$ cat config.mk
export PLATFORM = sky130hd
export DESIGN_NAME = alu_mul_seq_flat
export DESIGN_NICKNAME = d
export VERILOG_FILES = /design/src/rtl/alu_mul_seq_pkg.sv /design/src/rtl/alu_mul_seq_if.sv /design/src/rtl/alu_mul_seq_alu_hier.sv /design/src/rtl/alu_mul_seq.sv /design/src/flat_wrapper.sv
export SDC_FILE = /design/constraint.sdc
export NUM_CORES = 1
export LEC_CHECK = 0
export CAP_MARGIN = 25
export CORE_UTILIZATION = 61
export CTS_CLUSTER_DIAMETER = 150
export CTS_CLUSTER_SIZE = 12
export DETAILED_ROUTE_END_ITERATION = 7
export GPL_TIMING_DRIVEN = 0
export PLACE_DENSITY = 0.88
export SYNTH_ARGS = -nofsm -noshare
export SYNTH_HDL_FRONTEND = slang
export SYNTH_HIERARCHICAL = 1
export SYNTH_SLANG_ARGS = --single-unit
$ cat constraint.sdc
create_clock -name clk -period 5.9 [get_ports clk]
set_input_delay 1.18 -clock clk [delete_from_list [all_inputs] [get_ports clk]]
set_output_delay 1.18 -clock clk [all_outputs]
set_load 0.01 [all_outputs]
$ cat src/rtl/alu_mul_seq_pkg.sv
// Shared definitions for the sequential multiplier: ALU opcodes it issues
// to alu_hier and the encoding of its control FSM.
package alu_mul_seq_pkg;

  localparam logic [3:0] OP_SLL = 4'b0001;
  localparam logic [3:0] OP_SRL = 4'b0011;
  localparam logic [3:0] OP_ADD = 4'b0100;

  typedef enum logic [2:0] {
    S_IDLE = 3'd0,
    S_ADD  = 3'd1,
    S_SHL  = 3'd2,
    S_SHR  = 3'd3,
    S_DONE = 3'd4
  } state_t;

endpackage

$ cat src/rtl/alu_mul_seq_if.sv
// Start/busy/done handshake and operand/result bus between the pipeline
// stall logic (master) and the sequential multiplier (slave).
interface alu_mul_seq_if;
  logic        start;
  logic [15:0] a;
  logic [15:0] b;
  logic        busy;
  logic        done;
  logic [15:0] result;
  logic        ovf;

  modport master (output start, a, b, input busy, done, result, ovf);
  modport slave  (input start, a, b, output busy, done, result, ovf);
endinterface

$ cat src/rtl/alu_mul_seq_alu_hier.sv
// 16-bit execute-stage ALU. Shift amount comes from B[3:0]; Ofl is the
// unsigned carry out for ADD when sign=0, signed overflow when sign=1.
module alu_hier (
  input  logic [15:0] i_a,
  input  logic [15:0] i_b,
  input  logic        i_cin,
  input  logic [3:0]  i_op,
  input  logic        i_inva,
  input  logic        i_invb,
  input  logic        i_sign,
  output logic [15:0] o_out,
  output logic        o_ofl
);

  logic [15:0] w_a;
  logic [15:0] w_b;
  logic [3:0]  w_sh;
  logic [16:0] w_sum;
  logic [31:0] w_rot;

  assign w_a   = i_inva ? ~i_a : i_a;
  assign w_b   = i_invb ? ~i_b : i_b;
  assign w_sh  = w_b[3:0];
  assign w_sum = {1'b0, w_a} + {1'b0, w_b} + {16'd0, i_cin};
  assign w_rot = {w_a, w_a} << w_sh;

  // Operation select and overflow generation.
  always_comb begin
    o_out = w_a;
    o_ofl = 1'b0;
    case (i_op)
      4'b0000: o_out = w_rot[31:16];
      4'b0001: o_out = w_a << w_sh;
      4'b0010: o_out = $signed(w_a) >>> w_sh;
      4'b0011: o_out = w_a >> w_sh;
      4'b0100: begin
        o_out = w_sum[15:0];
        o_ofl = i_sign ? ((w_a[15] == w_b[15]) && (w_sum[15] != w_a[15]))
                       : w_sum[16];
      end
      4'b0101: o_out = w_a | w_b;
      4'b0110: o_out = w_a ^ w_b;
      4'b0111: o_out = w_a & w_b;
      default: o_out = w_a;
    endcase
  end

endmodule

$ cat src/rtl/alu_mul_seq.sv
// Multi-cycle unsigned 16x16 multiplier (low half + overflow) that reuses
// one alu_hier for the add, shift-left and shift-right steps of each
// shift-add iteration. Each iteration takes three cycles: ADD, SHL, SHR.
module alu_mul_seq
  import alu_mul_seq_pkg::*;
#(
  parameter bit EARLY_TERM = 1'b1
) (
  input  logic          clk,
  input  logic          rst,
  alu_mul_seq_if.slave  bus
);

  state_t      r_state;
  state_t      w_next;
  logic [15:0] r_acc;
  logic [15:0] r_mcand;
  logic [15:0] r_mplier;
  logic [4:0]  r_iter;
  logic        r_ovf_s;
  logic [15:0] r_result;
  logic        r_ovf;

  logic [15:0] w_alu_a;
  logic [15:0] w_alu_b;
  logic [3:0]  w_alu_op;
  logic [15:0] w_alu_out;
  logic        w_alu_ofl;

  alu_hier u_alu (
    .i_a    (w_alu_a),
    .i_b    (w_alu_b),
    .i_cin  (1'b0),
    .i_op   (w_alu_op),
    .i_inva (1'b0),
    .i_invb (1'b0),
    .i_sign (1'b0),
    .o_out  (w_alu_out),
    .o_ofl  (w_alu_ofl)
  );

  // State register.
  always_ff @(posedge clk or posedge rst) begin
    if (rst) r_state <= S_IDLE;
    else     r_state <= w_next;
  end

  // Next-state logic and ALU operand steering per state.
  always_comb begin
    w_next   = r_state;
    w_alu_a  = r_acc;
    w_alu_b  = r_mcand;
    w_alu_op = OP_ADD;
    case (r_state)
      S_IDLE: begin
        if (bus.start)
          w_next = (EARLY_TERM && (bus.b == 16'd0)) ? S_DONE : S_ADD;
      end
      S_ADD: w_next = S_SHL;
      S_SHL: begin
        w_alu_a  = r_mcand;
        w_alu_b  = 16'd1;
        w_alu_op = OP_SLL;
        w_next   = S_SHR;
      end
      S_SHR: begin
        w_alu_a  = r_mplier;
        w_alu_b  = 16'd1;
        w_alu_op = OP_SRL;
        // The multiplier being emptied means no further partial products.
        if ((r_iter == 5'd15) || (EARLY_TERM && (w_alu_out == 16'd0)))
          w_next = S_DONE;
        else
          w_next = S_ADD;
      end
      S_DONE:  w_next = S_IDLE;
      default: w_next = S_IDLE;
    endcase
  end

  // Datapath registers updated from the ALU result of the current step.
  always_ff @(posedge clk or posedge rst) begin
    if (rst) begin
      r_acc    <= 16'd0;
      r_mcand  <= 16'd0;
      r_mplier <= 16'd0;
      r_iter   <= 5'd0;
      r_ovf_s  <= 1'b0;
      r_result <= 16'd0;
      r_ovf    <= 1'b0;
    end else begin
      case (r_state)
        S_IDLE: begin
          if (bus.start) begin
            r_mcand  <= bus.a;
            r_mplier <= bus.b;
            r_acc    <= 16'd0;
            r_ovf_s  <= 1'b0;
            r_iter   <= 5'd0;
          end
        end
        S_ADD: begin
          if (r_mplier[0]) begin
            r_acc   <= w_alu_out;
            r_ovf_s <= r_ovf_s | w_alu_ofl;
          end
        end
        S_SHL: begin
          r_mcand <= w_alu_out;
          // A multiplicand bit leaves the word while a later multiplier
          // bit would still have added it in.
          if (r_mcand[15] && (r_mplier[15:1] != 15'd0))
            r_ovf_s <= 1'b1;
        end
        S_SHR: begin
          r_mplier <= w_alu_out;
          r_iter   <= r_iter + 5'd1;
        end
        S_DONE: begin
          r_result <= r_acc;
          r_ovf    <= r_ovf_s;
        end
        default: ;
      endcase
    end
  end

  assign bus.busy   = (r_state != S_IDLE);
  assign bus.done   = (r_state == S_DONE);
  assign bus.result = r_result;
  assign bus.ovf    = r_ovf;

endmodule
$ cat src/flat_wrapper.sv
// flat-port wrapper written by rule: the top's interface ports become plain ports
module alu_mul_seq_flat import alu_mul_seq_pkg::*;
#(
  parameter bit EARLY_TERM = 1'b1
)
  (clk, rst, bus_start, bus_a, bus_b, bus_busy, bus_done, bus_result, bus_ovf);
  alu_mul_seq_if bus_i ();
  input  logic clk;
  input  logic rst;
  input wire logic [$bits(bus_i.start)-1:0] bus_start;
  input wire logic [$bits(bus_i.a)-1:0] bus_a;
  input wire logic [$bits(bus_i.b)-1:0] bus_b;
  output wire logic [$bits(bus_i.busy)-1:0] bus_busy;
  output wire logic [$bits(bus_i.done)-1:0] bus_done;
  output wire logic [$bits(bus_i.result)-1:0] bus_result;
  output wire logic [$bits(bus_i.ovf)-1:0] bus_ovf;
  assign bus_i.start = bus_start;
  assign bus_i.a = bus_a;
  assign bus_i.b = bus_b;
  assign bus_busy = bus_i.busy;
  assign bus_done = bus_i.done;
  assign bus_result = bus_i.result;
  assign bus_ovf = bus_i.ovf;
  alu_mul_seq #(.EARLY_TERM(EARLY_TERM)) u_core (.clk(clk), .rst(rst), .bus(bus_i));
endmodule
==> flow_metrics.env <==
export IMPL_status="complete, no violations"
export IMPL_netlist_area_um2=8050
export IMPL_slew_violations=0
export IMPL_synthCells=1021
export IMPL_die_w_um=117
export IMPL_num_vias=8938
export IMPL_clockRootBuffer="clkbuf_16"
export IMPL_clock_latency_ps=350
export IMPL_skew_ps=9.12
export IMPL_overflow=0
export IMPL_n_fill_cell=970
export IMPL_netlist_area_leader_share_pct=23.0
export IMPL_fin_crit_sh_pct=98.4
export IMPL_cap_violations=0
export IMPL_yosys_area_top_type="dfrtp_1"
export IMPL_synth_edf_count=0
export IMPL_design_core_area_um2=12700
export IMPL_numCtsBuffers=9
export IMPL_clk_path_buf_depth=2
export IMPL_final_min_clock_period_ps=5810
export IMPL_worstSetupPathType="reg2reg"
export IMPL_nets=1163
export IMPL_grt_pass1_wl_um=49100
export IMPL_required_ps=6120
export IMPL_htreeDepth=3
export IMPL_hp_start="u_core/bus.result[13]"
export IMPL_hpwl_um=24600
export IMPL_min_path_type="reg2reg"
export IMPL_grt_start_max_net_pins=75
export IMPL_vias_per_cell=7.03
export IMPL_drc=0
export IMPL_die_h_um=117
export IMPL_critical_path_startpoint_type="flip-flop"
export IMPL_critPathLaunch="u_core/r_state[1]"
export IMPL_async_flop_share_pct=100
export IMPL_cts_setup_buffers=0
export IMPL_wire_per_inst_um=25.9
export IMPL_worst_pin_slew_ps=1320
export IMPL_drt_iter0_drc=1596
export IMPL_synth_distinct_cells=72
export IMPL_synth_seq_cells=74
export IMPL_yosys_most_used_dff="dfrtp_1"
export IMPL_max_slew_margin_pct=12.0
export IMPL_area_growth_pct=14.4
export IMPL_synth_common_cells="166 x nand2_1, 74 x dfrtp_1, 73 x o21ai_0"
export IMPL_cts_tree="yes"
export IMPL_cts_num_sinks=74
export IMPL_fin_area_um2=9210
export IMPL_first_global_vias=8385
export IMPL_gp_congestion=1.05
export IMPL_syn_avg_cell_area_um2=7.88
export IMPL_row_count=41
export IMPL_setup_violations=0
export IMPL_grt_setup_unrepaired="no"
export IMPL_synth_seq_area_share_pct=23.0
export IMPL_fmax_ghz=0.172
export IMPL_timing_rr_start="u_core/r_state[1]"
export IMPL_ant_nets=0
export IMPL_endpoint_kind="flip-flop"
export IMPL_synthTopCellsByArea="dfrtp_1 23%, mux2i_1 8.8%, nand2_1 7.7%"
export IMPL_path_max_fanout=15
export IMPL_final_layout_size_suffix_gt1_share_pct=11.4
export IMPL_ioPinCount=54
export IMPL_worstPathArrival_ps=6020
export IMPL_ys_warn_count=6
export IMPL_dpl_cell_area_um2=8820
export IMPL_wirelength_um=33000
export IMPL_post_synth_top_count_cell="nand2_1"
export IMPL_start_util_pct=63.2
export IMPL_hold_buffers=0
export IMPL_clk_pin_slew_worst_paths_ps=60
export IMPL_hold_viol_final=0
export IMPL_io_buffers=53
export IMPL_grtUsageTotal_pct=49.9
export IMPL_firstDrtPassIters=6
export IMPL_antenna_found_initial=1
export IMPL_dieArea_um2=13700
kinds of logic after synthesis:
family / count (synthesis) / share of synthesized area, %
compound gates: 277 / 21.5
xor+xnor: 78 / 8.72
fa+ha+maj: 35 / 5.54
buf+inv: 118 / 6.38
flops: 74 / 23.0
mux: 117 / 16.6
other cells: 1 / 0.0466
simple gates: 321 / 18.1
state kept, by name, indices dropped and copies added, names as in the netlist:
signal,cells
u_core/bus.result,16
u_core/r_mplier,16
u_core/r_iter,5
u_core/r_acc,16
u_core/bus.ovf,1
u_core/r_ovf_s,1
u_core/r_mcand,16
u_core/r_state,3
metal layers:
layer / track usage [%] / vias to the layer above / share of wire [%]
met3: 20.0 / 203 / 15
met4: 31.0 / 0 / 7.9
li1: - / 3805 / -
met1: 60.8 / 4104 / 36
met5: 0 / - / 0
met2: 73.7 / 826 / 41
critical path, stage by stage, from the launching register on:
cell and delay, ps:
dfrtp_1 360, buf_2 180, and2b_1 230, inv_1 180
clkbuf_2 390, nand2_1 120, o21ai_1 210, xor2_1 510
inv_1 280, ha_1 390, ha_1 230, nor3_1 130
o21ai_0 220, and2_1 240, nand2b_1 90, xnor2_1 150
nand3_1 130, a32oi_1 1080, nor4_1 140, a41oi_1 300
o22ai_1 110
through the flow:
step                      hold WS, ps  instances  utilization, %  setup TNS, ps  worst slack, ps
after global placement            484       1251            69.2          -1660             -449
after floorplan                   464       1026               -              0             1220
final                             509       1271            72.4              0             95.0
after global routing              525       1270            72.3              0             48.5
after detailed placement          489       1253            69.4          -2470             -524
after CTS                         507       1269            72.0              0             28.9
placed cells by master (no fill, tap or decap), drive strengths merged, types with 3 or more instances in the layout:
cell type,synthesis,final
nand2,166,166
o21ai,101,101
dfrtp,74,74
mux2i,72,72
nor2,55,55
clkbuf,47,55
clkdlybuf4s50,0,53
a21oi,46,46
xnor2,41,41
inv,39,40
mux2,37,37
xor2,37,37
buf,32,36
ha,34,34
a31oi,32,32
and2,18,18
nand3,17,17
nor3,14,14
a211oi,14,14
nor4,13,13
o211ai,11,11
a221oi,8,8
mux4,8,8
o22ai,7,7
nand2b,6,6
conb,1,6
o31ai,6,6
a32oi,6,6
a22oi,6,6
nand4,5,5
and3,5,5
or2,4,4
a21o,4,4
a31o,4,4
nor2b,4,4
clkinv,0,3
nand3b,3,3
a221o,3,3
a32o,3,3
a311oi,3,3
cell type report:
class	instances	area [um^2]	share of cell area, %
Sequential cell	74	1850	20.1
Clock buffer	9	225	2.45
Antenna cell	1	2.50	0.0272
Multi-Input combinational cell	834	5770	62.6
Tap cell	172	215	2.34
Clock inverter	7	68.8	0.747
Inverter	39	151	1.64
Buffer	77	368	4.00
Timing Repair Buffer	58	558	6.06
worst paths after layout:
kind | end | cells past startpoint | slack (ps)
setup / recovery | u_core/r_state[2] | 20 | 100
hold / removal | u_core/bus.result[13] | 1 | 510
setup reg to reg | u_core/r_state[2] | 20 | 100
hold reg to reg | u_core/bus.result[13] | 1 | 510
max in group asynchronous | u_core/r_mcand[13] | 2 | 3910
min in group asynchronous | u_core/r_iter[4] | 2 | 1380
what timing repair did:
action | CTS | global route
setup endpoints to repair | 13 | 4
pin swaps | 0 | 0
resized for setup | 12 | 13
Power is left out: the tool's default activity adds up to more than one toggle a clock period on the data nets, which glitch-free logic cannot reach.
